==> config.mk <==
export PLATFORM = sky130hd
export DESIGN_NAME = hazard_ctrl_flat
export DESIGN_NICKNAME = d
export VERILOG_FILES = /design/src/rtl/hazard_ctrl_if.sv /design/src/rtl/hazard_ctrl.sv /design/src/flat_wrapper.sv
export SDC_FILE = /design/constraint.sdc
export NUM_CORES = 1
export LEC_CHECK = 0
export BUFFER_PORTS_ARGS = -buffer_cell sky130_fd_sc_hd__buf_2
export CAP_MARGIN = 20
export CORE_AREA = 2 2 39 41
export CTS_CLUSTER_SIZE = 40
export DETAILED_ROUTE_END_ITERATION = 16
export DIE_AREA = 0 0 41 43
export GPL_TIMING_DRIVEN = 0
export HOLD_SLACK_MARGIN = 0.03
export PLACE_DENSITY = 0.75
export SLEW_MARGIN = 25
export SYNTH_ARGS = -nofsm -noshare
export SYNTH_HDL_FRONTEND = slang
export SYNTH_SLANG_ARGS = --single-unit
==> constraint.sdc <==
create_clock -name clk -period 2.15 [get_ports clk]
set_clock_uncertainty 0.15 [all_clocks]
set_input_delay 0.43 -clock clk [delete_from_list [all_inputs] [get_ports clk]]
set_output_delay 0.43 -clock clk [all_outputs]
set_load 0.05 [all_outputs]
==> src/rtl/hazard_ctrl_if.sv <==
// Hazard-control bus: ID/EX hazard inputs and pipeline-control outputs.
// The pipeline drives the master side; hazard_ctrl sits on the slave side.
interface hazard_ctrl_if;
    logic [4:0] id_rs;
    logic [4:0] id_rt;
    logic       id_use_rs;
    logic       id_use_rt;
    logic       id_is_md;
    logic       ex_is_load;
    logic [4:0] ex_wa;
    logic       md_start;
    logic       md_is_div;
    logic       pc_en;
    logic       ifid_en;
    logic       idex_clr;
    logic       stall;
    logic       md_busy;

    modport master (
        output id_rs, id_rt, id_use_rs, id_use_rt, id_is_md,
               ex_is_load, ex_wa, md_start, md_is_div,
        input  pc_en, ifid_en, idex_clr, stall, md_busy
    );

    modport slave (
        input  id_rs, id_rt, id_use_rs, id_use_rt, id_is_md,
               ex_is_load, ex_wa, md_start, md_is_div,
        output pc_en, ifid_en, idex_clr, stall, md_busy
    );
endinterface

==> src/rtl/hazard_ctrl.sv <==
// Pipeline hazard control: load-use and multiply/divide busy stalls.
// Optional macro HAZARD_STALL_CNT_EN adds a saturating 32-bit stall counter output.
module hazard_ctrl #(
    parameter int MULT_CYCLES = 5,
    parameter int DIV_CYCLES  = 10
) (
    input  logic          clk,
    input  logic          reset,
`ifdef HAZARD_STALL_CNT_EN
    hazard_ctrl_if.slave  bus,
    output logic [31:0]   stall_cnt
`else
    hazard_ctrl_if.slave  bus
`endif
);

    logic [3:0] busyCnt_q;
    logic [3:0] busyCnt_d;
    logic       mdBusy;
    logic       loadUseHaz;
    logic       mdHaz;
    logic       stallAll;

    assign mdBusy = (busyCnt_q != 4'd0);

    assign loadUseHaz = bus.ex_is_load && (bus.ex_wa != 5'd0) &&
                        ((bus.id_use_rs && (bus.id_rs == bus.ex_wa)) ||
                         (bus.id_use_rt && (bus.id_rt == bus.ex_wa)));

    // An issue in EX this cycle blocks a dependent MD op in ID before busy is visible.
    assign mdHaz    = bus.id_is_md && (mdBusy || bus.md_start);
    assign stallAll = loadUseHaz || mdHaz;

    assign bus.stall    = stallAll;
    assign bus.pc_en    = !stallAll;
    assign bus.ifid_en  = !stallAll;
    assign bus.idex_clr = stallAll;
    assign bus.md_busy  = mdBusy;

    // A start while already busy is dropped rather than reloading the counter.
    always_comb begin
        busyCnt_d = busyCnt_q;
        if (busyCnt_q != 4'd0) begin
            busyCnt_d = busyCnt_q - 4'd1;
        end else if (bus.md_start) begin
            busyCnt_d = bus.md_is_div ? 4'(DIV_CYCLES) : 4'(MULT_CYCLES);
        end
    end

    always_ff @(posedge clk) begin
        if (reset) begin
            busyCnt_q <= 4'd0;
        end else begin
            busyCnt_q <= busyCnt_d;
        end
    end

`ifdef HAZARD_STALL_CNT_EN
    logic [31:0] stallCnt_q;
    logic [31:0] stallCnt_d;

    always_comb begin
        stallCnt_d = stallCnt_q;
        if (stallAll && (stallCnt_q != 32'hFFFF_FFFF)) begin
            stallCnt_d = stallCnt_q + 32'd1;
        end
    end

    always_ff @(posedge clk) begin
        if (reset) begin
            stallCnt_q <= 32'd0;
        end else begin
            stallCnt_q <= stallCnt_d;
        end
    end

    assign stall_cnt = stallCnt_q;
`endif

endmodule

==> src/flat_wrapper.sv <==
// flat-port wrapper written by rule: the top's interface ports become plain ports
module hazard_ctrl_flat 
#(
    parameter int MULT_CYCLES = 5,
    parameter int DIV_CYCLES  = 10
)
  (clk, reset, bus_id_rs, bus_id_rt, bus_id_use_rs, bus_id_use_rt, bus_id_is_md, bus_ex_is_load, bus_ex_wa, bus_md_start, bus_md_is_div, bus_pc_en, bus_ifid_en, bus_idex_clr, bus_stall, bus_md_busy);
  hazard_ctrl_if bus_i ();
  input  logic clk;
  input  logic reset;
  input wire logic [$bits(bus_i.id_rs)-1:0] bus_id_rs;
  input wire logic [$bits(bus_i.id_rt)-1:0] bus_id_rt;
  input wire logic [$bits(bus_i.id_use_rs)-1:0] bus_id_use_rs;
  input wire logic [$bits(bus_i.id_use_rt)-1:0] bus_id_use_rt;
  input wire logic [$bits(bus_i.id_is_md)-1:0] bus_id_is_md;
  input wire logic [$bits(bus_i.ex_is_load)-1:0] bus_ex_is_load;
  input wire logic [$bits(bus_i.ex_wa)-1:0] bus_ex_wa;
  input wire logic [$bits(bus_i.md_start)-1:0] bus_md_start;
  input wire logic [$bits(bus_i.md_is_div)-1:0] bus_md_is_div;
  output wire logic [$bits(bus_i.pc_en)-1:0] bus_pc_en;
  output wire logic [$bits(bus_i.ifid_en)-1:0] bus_ifid_en;
  output wire logic [$bits(bus_i.idex_clr)-1:0] bus_idex_clr;
  output wire logic [$bits(bus_i.stall)-1:0] bus_stall;
  output wire logic [$bits(bus_i.md_busy)-1:0] bus_md_busy;
  assign bus_i.id_rs = bus_id_rs;
  assign bus_i.id_rt = bus_id_rt;
  assign bus_i.id_use_rs = bus_id_use_rs;
  assign bus_i.id_use_rt = bus_id_use_rt;
  assign bus_i.id_is_md = bus_id_is_md;
  assign bus_i.ex_is_load = bus_ex_is_load;
  assign bus_i.ex_wa = bus_ex_wa;
  assign bus_i.md_start = bus_md_start;
  assign bus_i.md_is_div = bus_md_is_div;
  assign bus_pc_en = bus_i.pc_en;
  assign bus_ifid_en = bus_i.ifid_en;
  assign bus_idex_clr = bus_i.idex_clr;
  assign bus_stall = bus_i.stall;
  assign bus_md_busy = bus_i.md_busy;
  hazard_ctrl #(.MULT_CYCLES(MULT_CYCLES), .DIV_CYCLES(DIV_CYCLES)) u_core (.clk(clk), .reset(reset), .bus(bus_i));
endmodule
==> results.md, run 1 <==
- Clock share of power: 12.7%
- Max clock buf depth: 2
- Fraction of layout cells with a size suffix above 1: 56.8%
- Final Hold Vio Count: 0
- Worst Hold Class: primary input to register
- Cell Area, Synth: 397 µm²
- CTS tree: yes
- Largest Register: u_core.busyCnt_q
- Post-Synthesis Cells: 48
- Syn_nets: 73
- # H-tree levels: 1
- Layout Cells excl Fill: 97
- Worst Setup End Kind: primary output
- Clk Latency, worst-skew pair: 240 ps
- Switch Pwr: 340 µW
- Fill count: 131
- Worst Tran Pin Value: 312 ps
- GPL Wtd Cong: 0.670
- Largest register FFs: 4
- Regs by FF count: u_core.busyCnt_q (4)
- Hold path start: reset
- Netlist cell types: 19
- DRC violation count after routing: 0
- Most common cell after layout, fill and taps aside: buf_2
- Die footprint: 0.00176 mm²
- Vias per cell: 4.77
- Cell row count: 14
- Finish-stage setup viols: 4
- Rel. slew slack: 79.2%
- Number of global-route vias before repair: 433
- CTS Hold Bufs: 0
- P per Cell Area: 1150 mW/mm²
- Status: complete, but fails checks
- Setup CP Type: register to primary output
- Int Pwr: 433 µW
- # IOs: 28
- Count of input and output buffers: 27
- WP data required: 1570 ps
- CTS sink count: 4
- Worst vdd ir: 0.739 mV
- Initial core utilization: 28.7%
- RSZ-0062 raised after global routing: yes
- YS warnings: 0
- Clock Tree Root: clkbuf_4
- GRT overflow: 0
- Failing checks: negative setup slack
- Initial antenna violation count: 0
- Max Fclk: 0.406 GHz
- DR vias: 463
- Maxcap violations: 0
- 1st-pass router iterations: 2
- Commonest non-fill, non-tap cells in the layout: buf_2 (23), xnor2_1 (11), a211oi_1 (5), buf_4 (5)
- Die H: 43 µm
- Multi-input gate area: 320 µm²
- First-pass GRT wire length: 1590 µm
- Final period utilization: 114%
- Area delta synth->final: 68.8%
- Antenna viol nets, final: 0
- Register Area: 82.6 µm²
- Pins Over Slew Limit: 0
- Ant. Diodes: 0
- Nets: 108
- Clock transition at path regs: 40 ps
- Register share of total power: 18.1%
- First-iteration detailed-routing DRC count: 1
- Final period demand of the worst path: 2460 ps
- Total GRT Usage: 13.5%
- Arr. time, crit path: 1880 ps
- Final hold slack: 270 ps
- Pleak: 0.286 nW
- Worst-path fanout max: 2
- Syn Area/Cell: 8.26 µm²
- Die width: 41 µm
- CP startpoint: u_core.busyCnt_q[1]
- Net Sw Frac: 44.0%
- CTS buffer count: 3
- Seq/Total Area, Yosys: 20.2%
- FF+latch count, synth: 4
- PnR worst setup slack: -311 ps
- Pin count of the biggest net entering global routing: 7
- Combinational power share: 69.3%
- CP Launch Type: register
- DPL Wire Length: 801 µm
- Core box area: 0.00138 mm²
- Critical R2R Launch: u_core.busyCnt_q[1]
- Routed len/inst: 11.2 µm
- Placed instance count: 91
- Final WL: 1080 µm
per-stage QoR:
stage	setup WS (ps)	util (%)	instance area (µm²)	TNS, ps	total power [mW]
global route	-359	48.4	669	-1280	0.835
floorplan	-368	-	423	-791	0.481
detailed placement	-274	41.8	578	-891	0.573
finish	-311	48.4	669	-1100	0.773
CTS	-404	49.0	678	-1460	0.784
global placement	-245	41.8	578	-782	0.561
per-layer routing:
metal	wire [µm]	track usage, %	part of all wire, %	up-vias
met5	0	0	0	-
met2	548	27.2	51	28
met3	121	1.57	11	2
met4	18	8.00	1.7	0
met1	394	10.5	36	195
li1	-	-	-	238
cell type report:
| cell class | instances | share of cell area, % |
|---|---|---|
| Multi-Input combinational cell | 39 | 47.9 |
| Tap cell | 16 | 2.99 |
| Timing Repair Buffer | 31 | 29.0 |
| Buffer | 2 | 3.36 |
| Clock buffer | 3 | 3.36 |
| Inverter | 2 | 1.12 |
| Sequential cell | 4 | 12.3 |
power by group through the flow:
stage | Clock (mW) | Combinational [mW] | Sequential (mW)
after CTS | 0.101 | 0.544 | 0.139
final | 0.0978 | 0.535 | 0.140
after global placement | 0 | 0.426 | 0.135
after global routing | 0.102 | 0.589 | 0.144
after floorplan | 0 | 0.351 | 0.130
after detailed placement | 0 | 0.436 | 0.137
cells in the mapped netlist:
cell      count  area (µm²)
a211oi_1      5        37.5
nor2_1        3        11.3
nand2_1       3        11.3
buf_6         1        11.3
inv_1         2        7.51
a21oi_1       1        5.00
o22ai_1       1        6.26
ha_1          2        25.0
nor3_1        3        15.0
a32oi_1       1        8.76
or2_0         1        6.26
nor3_2        1        10.0
a32o_1        1        10.0
buf_4         2        15.0
nor2b_1       3        18.8
dfxtp_1       4        80.1
nand4_1       2        12.5
or3b_1        1        8.76
xnor2_1      11        96.3
critical path, stage by stage, from the launching register on:
cell	delay (ps)
dfxtp_2	320
inv_2	80
ha_4	130
or3b_4	370
or2_4	250
a32o_2	240
buf_6	120
buf_8	140
kinds of logic after synthesis:
kind of cell             after synthesis  share of synthesized area, %
AO/OA/AOI/OAI                          9                          17.0
XOR/XNOR                              11                          24.3
buffers and inverters                  5                          8.52
AND/OR/NAND/NOR                       17                          23.7
flip-flops                             4                          20.2
adder cells (fa/ha/maj)                2                          6.31
final timing paths:
check                                            to  slack [ps]  depth (start not counted)
worst max-delay path                      bus_stall        -310                          7
worst min-delay path            u_core.busyCnt_q[0]         270                          2
worst max register to register  u_core.busyCnt_q[0]         460                          7
worst min register to register  u_core.busyCnt_q[2]         360                          1
what timing repair did:
item,in CTS,in global routing
setup buffers,4,0
endpoints found under the setup margin,4,5
pin swaps,1,2
resized for setup,15,1
No activity file was read; power rests on OpenSTA's default activity.
==> inputs of run 2 (changes only) <==
--- a/config.mk
+++ b/config.mk
@@ -8,12 +8,14 @@
 export BUFFER_PORTS_ARGS = -buffer_cell sky130_fd_sc_hd__buf_2
 export CAP_MARGIN = 20
 export CORE_AREA = 2 2 39 41
+export CTS_BUF_LIST = sky130_fd_sc_hd__clkbuf_2 sky130_fd_sc_hd__clkbuf_4 sky130_fd_sc_hd__clkbuf_8
 export CTS_CLUSTER_SIZE = 40
 export DETAILED_ROUTE_END_ITERATION = 16
 export DIE_AREA = 0 0 41 43
 export GPL_TIMING_DRIVEN = 0
 export HOLD_SLACK_MARGIN = 0.03
 export PLACE_DENSITY = 0.75
+export SETUP_SLACK_MARGIN = 0.4
 export SLEW_MARGIN = 25
 export SYNTH_ARGS = -nofsm -noshare
 export SYNTH_HDL_FRONTEND = slang
==> run 2 against run 1 <==
  * The run still ends with negative setup slack left
  * Highest routed layer unchanged
  * First-iteration DRC count grew to 6.0 times the previous value
  * Global-route usage is 0.60 points higher
  * Core utilization is 3.4 points higher
  * Clock power is 0.5% higher
  * Via count is 7.6% higher
  * Fmax is 4.1% lower
  * Cell count is 2.1% higher
  * Clock-buffer cell count stayed put
  * Flip-flop and latch count stayed put
  * Hold slack worse by 12 ps
==> results.md, run 2 (synthesis gave the netlist of run 1 again) <==
- DPL Wire Length: 801 µm
- Rel. slew slack: 79.2%
- WP buf/inv: 4
- Dpl cell area: 578 µm²
- Top Family by Delay on Critical Path: simple AND/OR/NAND/NOR gates
- R2R depth: 8
- Failing checks: negative setup slack
- Maxcap violations: 0
- 1st-pass router iterations: 4
- Fraction of layout cells with a size suffix above 1: 61.4%
- Largest register FFs: 4
- Antenna viol nets, final: 0
- Most common cell after layout, fill and taps aside: buf_2
- Multi-input gate area: 342 µm²
- CTS tree: yes
- Final period demand of the worst path: 2570 ps
- Layout Cells excl Fill: 99
- Arr. time, crit path: 1990 ps
- # H-tree levels: 1
- CP Launch Type: register
- First-iteration detailed-routing DRC count: 6
- Cell row count: 14
- RSZ-0062 raised after global routing: yes
- Max Fclk: 0.390 GHz
- CP peak stage delay: 370 ps
- GRT overflow: 0
- Final Hold Vio Count: 0
- Count of input and output buffers: 27
- Clock Tree Root: clkbuf_4
- Setup CP Type: register to primary output
- P per Cell Area: 1220 mW/mm²
- Worst Hold Class: primary input to register
- Commonest non-fill, non-tap cells in the layout: buf_2 (23), xnor2_1 (11), buf_4 (5)
- Area delta synth->final: 80.8%
- Worst R2R End: u_core.busyCnt_q[0]
- PnR worst setup slack: -417 ps
- Routed len/inst: 11.9 µm
- Clk Latency, worst-skew pair: 240 ps
- Critical R2R Launch: u_core.busyCnt_q[1]
- Pins Over Slew Limit: 0
- Nets: 110
- WP data required: 1570 ps
- Pleak: 0.304 nW
- Final period utilization: 119%
- Initial antenna violation count: 0
- Final WL: 1180 µm
- Slowest stage cell on the critical path: or3b_4
- Core Util, Final: 51.8%
- Critical path's most frequent cell: buf_6
- Vias per cell: 5.03
- Setup TNS: -1530 ps
- Die width: 41 µm
- Core box area: 0.00138 mm²
- Number of global-route vias before repair: 448
- Worst vdd ir: 0.835 mV
- Finish-stage setup viols: 5
- Critical Path, Cell by Cell: inv_2 > ha_4 > or3b_4 > buf_6 > or2_4 > a32o_2 > buf_6 > buf_8
- Placed instance count: 91
- Hold Path End: u_core.busyCnt_q[1]
- First-pass GRT wire length: 1640 µm
- Register Area: 82.6 µm²
- Clock transition at path regs: 40 ps
- Reg2Reg Setup Slack: 410 ps
- Pin count of the biggest net entering global routing: 7
- Hold path depth: 2
- CTS buffer count: 3
- Initial core utilization: 28.7%
- Worst Setup End Kind: primary output
- Dpl ws: -274 ps
- Max clock buf depth: 2
- Final hold slack: 258 ps
- Design area: 717 µm²
- Die footprint: 0.00176 mm²
- Status: complete, but fails checks
- CTS sink count: 4
- DR vias: 498
- Fill count: 123
- Hold path start: reset
- Ant. Diodes: 0
- Worst-path fanout max: 2
- Largest Register: u_core.busyCnt_q
- Die H: 43 µm
- DRC violation count after routing: 0
- Worst Tran Pin Value: 312 ps
- Total GRT Usage: 14.1%
- Tot Pwr: 877 µW
- Regs by FF count: u_core.busyCnt_q (4)
- GPL Wtd Cong: 0.670
- # IOs: 28
[run 2: repair_timing]
action                     CTS  global route
hold buffers                 0             0
hold endpoints to repair     0             0
setup buffers                4             1
gates resized for setup     18             4
setup endpoints to repair    5             7
pin swaps                    1             2
[run 2: report_power, final]
| part | leakage, nW | total [mW] | switching, mW | internal, mW |
|---|---|---|---|---|
| clock network | 0.0138 | 0.0983 | 0.0356 | 0.0628 |
| logic | 0.256 | 0.635 | 0.313 | 0.322 |
| registers | 0.0338 | 0.143 | 0.0313 | 0.112 |
| total | 0.304 | 0.877 | 0.380 | 0.497 |
[run 2: worst max-delay path by stage]
| stage | cells after the start | from | slack, ps | to |
|---|---|---|---|---|
| 3_5_place_dp | 8 | u_core.busyCnt_q[1] | -270 | bus_pc_en |
| 5_1_grt | 8 | u_core.busyCnt_q[0] | -460 | bus_stall |
| 6_report | 8 | u_core.busyCnt_q[1] | -420 | bus_stall |
| 3_3_place_gp | 8 | u_core.busyCnt_q[1] | -250 | bus_pc_en |
| 4_1_cts | 8 | u_core.busyCnt_q[0] | -400 | bus_stall |
| 2_1_floorplan | 7 | u_core.busyCnt_q[0] | -370 | bus_pc_en |
[run 2: layout make-up]
type | instances | share of cell area, %
Clock buffer | 3 | 3.14
Timing Repair Buffer | 32 | 29.1
Multi-Input combinational cell | 39 | 47.6
Sequential cell | 4 | 11.5
Inverter | 2 | 1.05
Buffer | 3 | 4.71
Tap cell | 16 | 2.79
[run 2: metal layers]
metal | vias to the layer above | global-route usage [%] | share of wire (%) | wire length [µm]
li1 | 243 | - | - | -
met3 | 6 | 1.57 | 12 | 140
met1 | 214 | 10.9 | 35 | 410
met5 | - | 0 | 0 | 0
met2 | 35 | 27.8 | 51 | 607
met4 | 0 | 10.0 | 1.9 | 23
==> inputs of run 3 (changes only) <==
--- a/config.mk
+++ b/config.mk
@@ -8,7 +8,7 @@
 export BUFFER_PORTS_ARGS = -buffer_cell sky130_fd_sc_hd__buf_2
 export CAP_MARGIN = 20
 export CORE_AREA = 2 2 39 41
-export CTS_BUF_LIST = sky130_fd_sc_hd__clkbuf_2 sky130_fd_sc_hd__clkbuf_4 sky130_fd_sc_hd__clkbuf_8
+export CTS_BUF_LIST = sky130_fd_sc_hd__clkbuf_2
 export CTS_CLUSTER_SIZE = 40
 export DETAILED_ROUTE_END_ITERATION = 16
 export DIE_AREA = 0 0 41 43
==> run 3 against run 2 <==
  * The flow still finishes with violations (negative setup slack)
  * Highest routed layer unchanged
  * Routed wire length increased by 1.4%
  * Largest power group unchanged
  * Global-route usage increased by 0.70 points
  * Critical endpoint unchanged
  * Final area decreased by 1.0%
  * Critical path type unchanged
  * Critical path depth unchanged
==> results.md, run 3 (synthesis gave the netlist of run 1 again) <==
- Design area: 709 µm²
- GPL Wtd Cong: 0.670
- Antenna viol nets, final: 0
- # H-tree levels: 1
- Worst Tran Pin Value: 312 ps
- Critical path's most frequent cell: buf_6
- Fraction of layout cells with a size suffix above 1: 61.4%
- Int Pwr: 470 µW
- Vias per cell: 4.81
- CTS tree: yes
- Slowest stage cell on the critical path: or3b_4
- Clock Tree Root: clkbuf_2
- Die H: 43 µm
- Max Fclk: 0.394 GHz
- 1st-pass router iterations: 3
- Hold Path End: u_core.busyCnt_q[1]
- Failing checks: negative setup slack
- Maxcap violations: 0
- DRC violation count after routing: 0
- CTS Hold Bufs: 0
- Net Sw Frac: 44.5%
- Clock transition at path regs: 60 ps
- Core box area: 0.00138 mm²
- Largest Register: u_core.busyCnt_q
- Largest register FFs: 4
- Critical R2R Launch: u_core.busyCnt_q[1]
- Area delta synth->final: 78.9%
- Final period demand of the worst path: 2530 ps
- Nets: 110
- P per Cell Area: 1190 mW/mm²
- Reg2Reg Setup Slack: 420 ps
- Worst Setup End Kind: primary output
- Register share of total power: 17.1%
- Final period utilization: 118%
- Setup TNS: -1390 ps
- GRT overflow: 0
- CP peak stage delay: 370 ps
- Clk Latency, worst-skew pair: 220 ps
- Cell row count: 14
- Finish-stage setup viols: 4
- Top Family by Delay on Critical Path: simple AND/OR/NAND/NOR gates
- Clock share of power: 8.5%
- Die footprint: 0.00176 mm²
- DPL Wire Length: 801 µm
- Pleak: 0.302 nW
- Critical Path, Cell by Cell: inv_2 > ha_4 > or3b_4 > buf_6 > or2_4 > a32o_2 > buf_6 > buf_8
- Count of input and output buffers: 27
- Tot Pwr: 846 µW
- Combinational power share: 74.4%
- WP data required: 1570 ps
- CP Launch Type: register
- DR vias: 476
- Arr. time, crit path: 1950 ps
- Number of global-route vias before repair: 444
- CTS sink count: 4
- Setup CP Type: register to primary output
- WP buf/inv: 4
- R2R depth: 8
- Dpl cell area: 578 µm²
- Max clock buf depth: 2
- Final WL: 1200 µm
- Rel. slew slack: 79.2%
- Initial core utilization: 28.7%
- Regs by FF count: u_core.busyCnt_q (4)
- Switch Pwr: 376 µW
- Pin count of the biggest net entering global routing: 7
- Hold path start: reset
- Most common cell after layout, fill and taps aside: buf_2
- Total GRT Usage: 14.8%
- Initial antenna violation count: 0
- Die width: 41 µm
- Status: complete, but fails checks
- First-iteration detailed-routing DRC count: 3
- Ant. Diodes: 0
- First-pass GRT wire length: 1690 µm
- Worst-path fanout max: 2
- Pins Over Slew Limit: 0
- Commonest non-fill, non-tap cells in the layout: buf_2 (23), xnor2_1 (11), buf_4 (5)
- Worst Hold Class: primary input to register
- Routed len/inst: 12.1 µm
- Hold path depth: 2
- Worst vdd ir: 0.664 mV
- CTS buffer count: 3
- Final Hold Vio Count: 0
- PnR worst setup slack: -385 ps
- # IOs: 28
- Worst R2R End: u_core.busyCnt_q[0]
- RSZ-0062 raised after global routing: yes
[run 3: how the worst max path moves through the flow]
stage / endpoint / cells after the start / from
6_report: bus_stall / 8 / u_core.busyCnt_q[1]
5_1_grt: bus_stall / 8 / u_core.busyCnt_q[0]
4_1_cts: bus_stall / 8 / u_core.busyCnt_q[0]
3_5_place_dp: bus_pc_en / 8 / u_core.busyCnt_q[1]
3_3_place_gp: bus_pc_en / 8 / u_core.busyCnt_q[1]
2_1_floorplan: bus_pc_en / 7 / u_core.busyCnt_q[0]
[run 3: worst register-to-register path, cell delays in order, from the launching register on]
cell	delay, ps
dfxtp_2	330
inv_2	70
ha_4	120
or3b_4	370
buf_6	120
buf_4	160
a21oi_4	120
nor2_1	60
nor3_2	140
[run 3: per-stage QoR]
step                      std cells  setup slack, ps  hold slack (ps)  util (%)
after floorplan                  48             -368              302         -
after global placement           91             -245              347      41.8
after detailed placement         91             -274              346      41.8
after CTS                        98             -383              284      49.3
after global routing             99             -437              296      51.3
final                            99             -385              284      51.3
[run 3: what timing repair did]
action	in CTS	in global routing
resized for setup	18	4
setup buffers	4	1
setup endpoints to repair	5	7
pin swaps	1	2
[run 3: cell type report]
cell class,instances,area [µm²]
fillers,126,674
multi-input cells,39,342
repair buffers,32,209
flip-flops and latches,4,82.6
plain buffers,3,33.8
well taps,16,20.0
clock buffers,3,15.0
inverters,2,7.51
[run 3: per-layer routing]
layer  global-route usage [%]  routed length [µm]  vias up
met3                     2.09                 127        2
met2                     29.4                 642       28
met4                     10.0                  12        0
met1                     11.2                 416      204
met5                        0                   0        -
li1                         -                   -      242
[run 3: power groups by stage]
| stage | combinational (mW) | sequential (mW) | clock, mW |
|---|---|---|---|
| after floorplan | 0.351 | 0.130 | 0 |
| after global placement | 0.426 | 0.135 | 0 |
| after detailed placement | 0.436 | 0.137 | 0 |
| after CTS | 0.570 | 0.139 | 0.0759 |
| after global routing | 0.681 | 0.147 | 0.0769 |
| final | 0.630 | 0.145 | 0.0722 |
